## src/rtl/mem_arb_pkg.sv

```systemverilog
// Shared types and constants for the instruction/data block-RAM arbiter.
package mem_arb_pkg;

    localparam int DEFER_W = 4;

    typedef enum logic [1:0] {
        SRC_NONE = 2'd0,
        SRC_IF   = 2'd1,
        SRC_D    = 2'd2
    } resp_src_t;

endpackage

```

## src/rtl/mem_arb_defer.sv

```systemverilog
// Saturating count of consecutive cycles fetch has been denied; raises force_if
// once fetch has waited MAX_DEFER cycles.
module mem_arb_defer
    import mem_arb_pkg::*;
#(
    parameter int MAX_DEFER = 4
) (
    input  logic clk,
    input  logic reset,
    input  logic if_req,
    input  logic if_gnt,
    output logic force_if
);

    localparam logic [DEFER_W-1:0] MAX_CNT = DEFER_W'(MAX_DEFER);

    logic [DEFER_W-1:0] cnt;

    always_ff @(posedge clk) begin
        if (reset) begin
            cnt <= '0;
        end else if (if_req && !if_gnt) begin
            if (cnt != MAX_CNT) begin
                cnt <= cnt + 1'b1;
            end
        end else begin
            cnt <= '0;
        end
    end

    assign force_if = (cnt == MAX_CNT);

endmodule

```

## src/rtl/mem_arbiter.sv

```systemverilog
// Single-port block-RAM arbiter between instruction fetch and the load/store
// stage: one grant per cycle, read data routed back one cycle later.
module mem_arbiter
    import mem_arb_pkg::*;
#(
    parameter int ADDR_WIDTH = 9,
    parameter int DATA_WIDTH = 32,
    parameter int MAX_DEFER  = 4
) (
    input  logic                    clk,
    input  logic                    reset,
    input  logic                    if_req,
    input  logic [ADDR_WIDTH-1:0]   if_addr,
    output logic                    if_gnt,
    output logic                    if_stall,
    output logic                    if_rvalid,
    output logic [DATA_WIDTH-1:0]   if_rdata,
    input  logic                    d_req,
    input  logic                    d_we,
    input  logic [DATA_WIDTH/8-1:0] d_be,
    input  logic [ADDR_WIDTH-1:0]   d_addr,
    input  logic [DATA_WIDTH-1:0]   d_wdata,
    output logic                    d_gnt,
    output logic                    d_rvalid,
    output logic [DATA_WIDTH-1:0]   d_rdata,
    output logic                    ram_en,
    output logic [DATA_WIDTH/8-1:0] ram_we,
    output logic [ADDR_WIDTH-1:0]   ram_addr,
    output logic [DATA_WIDTH-1:0]   ram_wdata,
    input  logic [DATA_WIDTH-1:0]   ram_rdata
);

    logic                  force_if;
    resp_src_t             resp_src_p1;
    logic [DATA_WIDTH-1:0] if_hold_p1;
    logic [DATA_WIDTH-1:0] d_hold_p1;

    mem_arb_defer #(
        .MAX_DEFER (MAX_DEFER)
    ) u_defer (
        .clk      (clk),
        .reset    (reset),
        .if_req   (if_req),
        .if_gnt   (if_gnt),
        .force_if (force_if)
    );

    // Data wins unless fetch has waited long enough; a lone requester always wins.
    assign if_gnt   = !reset && if_req && (force_if || !d_req);
    assign d_gnt    = !reset && d_req && !if_gnt;
    assign if_stall = if_req && !if_gnt;

    always_comb begin
        ram_en    = if_gnt || d_gnt;
        ram_we    = (d_gnt && d_we) ? d_be : '0;
        ram_addr  = '0;
        ram_wdata = d_wdata;
        if (if_gnt) begin
            ram_addr = if_addr;
        end else if (d_gnt) begin
            ram_addr = d_addr;
        end
    end

    // Stage p0 -> p1: remember who owns the read data arriving next cycle.
    always_ff @(posedge clk) begin
        if (reset) begin
            resp_src_p1 <= SRC_NONE;
        end else if (if_gnt) begin
            resp_src_p1 <= SRC_IF;
        end else if (d_gnt && !d_we) begin
            resp_src_p1 <= SRC_D;
        end else begin
            resp_src_p1 <= SRC_NONE;
        end
    end

    // Reset is folded in combinationally so a response in flight is dropped at once.
    assign if_rvalid = !reset && (resp_src_p1 == SRC_IF);
    assign d_rvalid  = !reset && (resp_src_p1 == SRC_D);

    always_ff @(posedge clk) begin
        if (reset) begin
            if_hold_p1 <= '0;
            d_hold_p1  <= '0;
        end else begin
            if (if_rvalid) begin
                if_hold_p1 <= ram_rdata;
            end
            if (d_rvalid) begin
                d_hold_p1 <= ram_rdata;
            end
        end
    end

    // Response data passes straight through in the rvalid cycle, then is held.
    always_comb begin
        if_rdata = if_hold_p1;
        d_rdata  = d_hold_p1;
        if (reset) begin
            if_rdata = '0;
            d_rdata  = '0;
        end else begin
            if (if_rvalid) begin
                if_rdata = ram_rdata;
            end
            if (d_rvalid) begin
                d_rdata = ram_rdata;
            end
        end
    end

endmodule

```

## config.mk

```make
export PLATFORM = sky130hd
export DESIGN_NAME = mem_arbiter
export DESIGN_NICKNAME = d
export VERILOG_FILES = /design/src/rtl/mem_arb_pkg.sv /design/src/rtl/mem_arb_defer.sv /design/src/rtl/mem_arbiter.sv
export SDC_FILE = /design/constraint.sdc
export NUM_CORES = 1
export LEC_CHECK = 0
export ABC_AREA = 1
export ABC_CLOCK_PERIOD_IN_PS = 2300
export CORE_MARGIN = 3
export CORE_UTILIZATION = 39
export CTS_CLUSTER_SIZE = 30
export DETAILED_ROUTE_END_ITERATION = 12
export PLACE_DENSITY = 0.94
export SLEW_MARGIN = 20
export SYNTH_ARGS = -nofsm -noshare
export SYNTH_HDL_FRONTEND = slang
export SYNTH_SLANG_ARGS = --single-unit
```

## constraint.sdc

```tcl
create_clock -name clk -period 2.3 [get_ports clk]
set_input_delay 0.46 -clock clk [delete_from_list [all_inputs] [get_ports clk]]
set_output_delay 0.46 -clock clk [all_outputs]
set_load 0.01 [all_outputs]
```

Yosys cells after proc, flatten, opt, wreduce, memory -nomap -nowiden. Index checks and enable logic that the tools add are counted. Widths: inputs -> output; s select.

Bits in registers: 70. Logic and storage cells: 37. Output and inout bits: 115. Input port bits: 91.

Reductions and logical operators: 17. Bitwise gates (word level): 1. Add/subtract/negate cells: 1. Muxes and demuxes: 9. Eq/ne operators: 4.

Operators with widths (number): $mux 32 (4); $mux 9 (2); $logic_and 1x1->1 (9); $add 4x1->4 const B (1); $eq 4x3->1 const B (1); $logic_not 1->1 (4); $mux 4 (1); $ne 4x3->1 const B (1); $reduce_or 2->1 (2); $eq 2x1->1 const B (1); $eq 2x2->1 const B (1); $logic_or 1x1->1 (2); $mux 2 (1); $mux 1 (1); $not 1->1 (1).

Depth between registers and ports, before layout.
Depth after elaboration: 8. Mapped depth: 8. Gate-level depth less buffers: 7.

Cells and area by module. Synthesis repeated with hierarchy kept, for this count alone.

Cell total of the unflattened synthesis: 409. Area, all modules: 2974.1 um2.

Modules (own cells, without submodules): mem_arbiter (cells each 371, times used 1, sequential area each 1321.3 um2, area an instance 2728.9 um2); mem_arb_defer (cells each 38, times used 1, sequential area each 80.1 um2, area an instance 245.2 um2).

Worst setup path before layout. No wires, ideal clock.

Kind: reg2out. Start point: register u_defer.cnt[0]. End point: output port ram_we[0]. Stages on the path, launching flop included: 8. Data required time: 1.840 ns. Buffers on the path: 0. Path slack: 0.686 ns. Arrival time: 1.154 ns. Cell sequence: dfxtp_1 inv_1 ha_1 nand3_2 nand2_1 nand2_1 nand3_1 nor2_1.

Word-level cells in the longest chain between the ends: 7.

Ends and longest elaborated chain: start: declaration (RTL line mem_arb_defer.sv:17) `logic [DEFER_W-1:0] cnt;`; start signal: assignment (RTL line mem_arb_defer.sv:24) `cnt <= cnt + 1'b1;`; $eq 4x3->1 (RTL line mem_arb_defer.sv:31) `assign force_if = (cnt == MAX_CNT);`; $logic_or 1x1->1 (RTL line mem_arbiter.sv:49) `assign if_gnt = !reset && if_req && (force_if || !d_req);`; $logic_and 1x1->1 (RTL line mem_arbiter.sv:49); $logic_not 1->1 (RTL line mem_arbiter.sv:50) `assign d_gnt = !reset && d_req && !if_gnt;`; $logic_and 1x1->1 (RTL line mem_arbiter.sv:50); $logic_and 1x1->1 (RTL line mem_arbiter.sv:55) `ram_we = (d_gnt && d_we) ? d_be : '0;`; $mux 4 (RTL line mem_arbiter.sv:55); end: declaration (RTL line mem_arbiter.sv:27) `output logic [DATA_WIDTH/8-1:0] ram_we,`.

No other way between the ends.

Final worst setup path.
Start point: input port if_req. End point: output port ram_addr[2].

Word-level cells in the longest chain between the ends: 6.

Ends and longest elaborated chain: start: declaration (RTL line mem_arbiter.sv:12) `input logic if_req,`; $logic_and 1x1->1 * (2 in a row) (RTL line mem_arbiter.sv:49); $logic_not 1->1 (RTL line mem_arbiter.sv:50); $logic_and 1x1->1 (RTL line mem_arbiter.sv:50); $mux 9 (RTL line mem_arbiter.sv:60) `end else if (d_gnt) begin`; $mux 9 * (RTL line mem_arbiter.sv:58) `if (if_gnt) begin`; end: declaration (RTL line mem_arbiter.sv:28) `output logic [ADDR_WIDTH-1:0] ram_addr,`.

Every way passes the cells marked *; elsewhere a longest branch is shown, timed or not.

==> qor.txt <==
Part of the cycle the worst path needs -> 0.9784
WS Path Type -> in -> out
Critical path fanouts, max -> 5
Final setup TNS -> 0 ns
Design Area, Final -> 0.004687 sq mm
CTS sink count -> 70
CP arrival -> 1.79 ns
Die Y -> 94.55 microns
First DRT Iteration DRCs -> 59
Layout cell share with drive strength beyond 1 -> 0.2134
Clk root buf -> clkbuf_8
Die span in x -> 94.55 microns
Post-synth EDFFs -> 0
Pwr Density -> 564.1 mW/mm^2
Clock Latency Late Sink -> 0.33 ns
GPL Wtd Cong -> 0.7723
CP Buf/Inv Count -> 5
Worst slew margin -> 0.7971
GRT Total Usage -> 0.1868
Worst setup SP type -> input port
Final nets -> 596
Synth Cell Area -> 0.003058 sq mm
Max incr delay on CP -> 0.49 ns
Worst Skew -> 0.008175 ns
Core box area -> 0.007447 sq mm
FFs w/ async S/R, synth -> 0
Final hold vios -> 0
N_diodes -> 0
Placed cell area -> 0.004452 sq mm
Crit path time final -> 2.250 ns
LEAKAGE -> 2.308 nW
Main synth FF type -> dfxtp_1
TritonCTS Buffers -> 9
Critical-path cell list -> clkdlybuf4s50_1, inv_2, nor2_4, buf_4, nand2_2, buf_6, nand3_1, nand2_1, clkdlybuf4s15_2
P&R area growth vs syn -> 53.27%
Most frequent cells in the layout -> 67 x dfxtp_1, 65 x dlygate4sd2_1, 57 x clkdlybuf4s50_1
Num ports -> 206
Critical path's slowest cell -> clkdlybuf4s50_1
Slew @ Worst Pin -> 0.3044 ns
Syn_area_per_cell -> 8.332 sq um
# DRC -> 0
Worst hold path type -> reg -> reg
Mapped Cells -> 367
Most common cell after layout, fill and taps aside -> dfxtp_1
Final setup vio count -> 0
Worst endpoint required time -> 1.84 ns
Vias/cell -> 4.787
Die area -> 0.008940 sq mm
Maximum VDD drop -> 0.2658 mV
Mapped Nets -> 460
Htree depth -> 3
Dpl ws -> -0.4421 ns
Fillers -> 625
Hpwl dp -> 6.272 mm
Post-Route WL -> 8.517 mm
GRT overflow -> 0
Antenna violations before repair -> 0
Port-buffer cells -> 141
First-pass GRT wire length -> 13.17 mm
Vias -> 2896
Largest net degree at the start of global routing -> 27
Cell Rows -> 31
Final ANT Viol Nets -> 0
Max Fclk -> 444.4 MHz
CP endpoint kind -> output port
CTS Hold Bufs -> 0
Maximum root-to-sink buffer count -> 2
Register area share after synthesis -> 0.4583
Area of the multi-input gates -> 0.001127 sq mm
FF/Latch Area -> 0.001405 sq mm
Status -> completed
Synth warn -> 0
CTS tree -> yes
Slew Viols, Final -> 0
Crit-path leading delay family -> buffers and inverters
Clock-pin slew on the worst setup and hold paths -> 0.06 ns
Final worst slack -> 0.04976 ns
Vias in the first global route -> 3001
Starting Density -> 0.4106
Max Cap Viol -> 0
Routed WL per cell -> 14.08 microns
Drt pass-1 iters -> 5
Post-synthesis register bit count -> 70
Unique masters post-synth -> 25
## routing by layer
metal | routed length, microns | vias to the layer above | part of all wire | global-route usage
met3 | 637 | 24 | 0.075 | 0.05737
met2 | 4524 | 131 | 0.53 | 0.3511
met4 | 214 | 0 | 0.025 | 0.09135
met5 | 0 | - | 0 | 0
met1 | 3140 | 1320 | 0.37 | 0.1846
li1 | - | 1421 | - | -
## sequential cells by signal, indices dropped and copies added, names as in the netlist
register     cells
resp_src_p1      2
d_hold_p1       32
u_defer.cnt      4
if_hold_p1      32
## path summary, 6_finish.rpt
| check | startpoint | end | slack (ns) | depth (start not counted) |
|---|---|---|---|---|
| worst max-delay path | if_req | ram_addr[2] | 0.05 | 9 |
| worst min-delay path | u_defer.cnt[0] | u_defer.cnt[0] | 0.44 | 1 |
| worst max register to register | u_defer.cnt[1] | resp_src_p1[1] | 0.90 | 9 |
| worst min register to register | u_defer.cnt[0] | u_defer.cnt[0] | 0.44 | 1 |
## repair_timing
item | 4_1_cts | 5_1_grt
setup buffers | 10 | 0
setup endpoints to repair | 81 | 18
endpoints found under the hold margin | 0 | 0
pin swaps | 3 | 2
gates resized for setup | 108 | 20
cloned | 1 | 1
## report_power, final
| group | total, mW | internal (mW) | switching, mW |
|---|---|---|---|
| sequential | 1.29 | 1.27 | 0.0177 |
| clock | 0.873 | 0.467 | 0.406 |
| combinational | 0.483 | 0.258 | 0.225 |
## layout make-up
cell class	instances	area share
Timing Repair Buffer	178	0.3639
Sequential cell	70	0.2998
Multi-Input combinational cell	205	0.2405
Clock buffer	13	0.03604
Inverter	39	0.03230
Tap cell	99	0.02643
Clock inverter	1	0.001068
## cell families (layout without fill, tap and decap cells)
family                   after synthesis  in the layout  synth area share
AO/OA/AOI/OAI                        117            117            0.2222
buffers and inverters                 92            231            0.1866
AND/OR/NAND/NOR                       85             85            0.1219
flip-flops                            70             70            0.4583
adder cells (fa/ha/maj)                2              2          0.008182
XOR/XNOR                               1              1          0.002865
## per-stage QoR
step                utilization  hold slack (ns)  std cells  power (mW)
floorplan                     -           0.4297        367       1.572
global placement         0.5978           0.4422        579       1.802
detailed placement       0.5978           0.4556        579       1.819
CTS                      0.6238           0.4342        604       2.669
global route             0.6294           0.4642        605       2.768
finish                   0.6294           0.4393        605       2.644
## Yosys cell counts (8+ instances only)
master	n	area (sq um)
a21oi_2	9	78.83
o21ai_0	46	230.2
a21oi_1	43	215.2
o21ai_2	16	140.1
nand2_1	23	86.33
nor2_1	38	142.6
buf_2	8	40.04
inv_1	34	127.6
nor2_2	9	56.30
buf_4	35	262.8
nand3_1	12	60.06
dfxtp_1	70	1401
No activity file was read; power rests on OpenSTA's default activity.
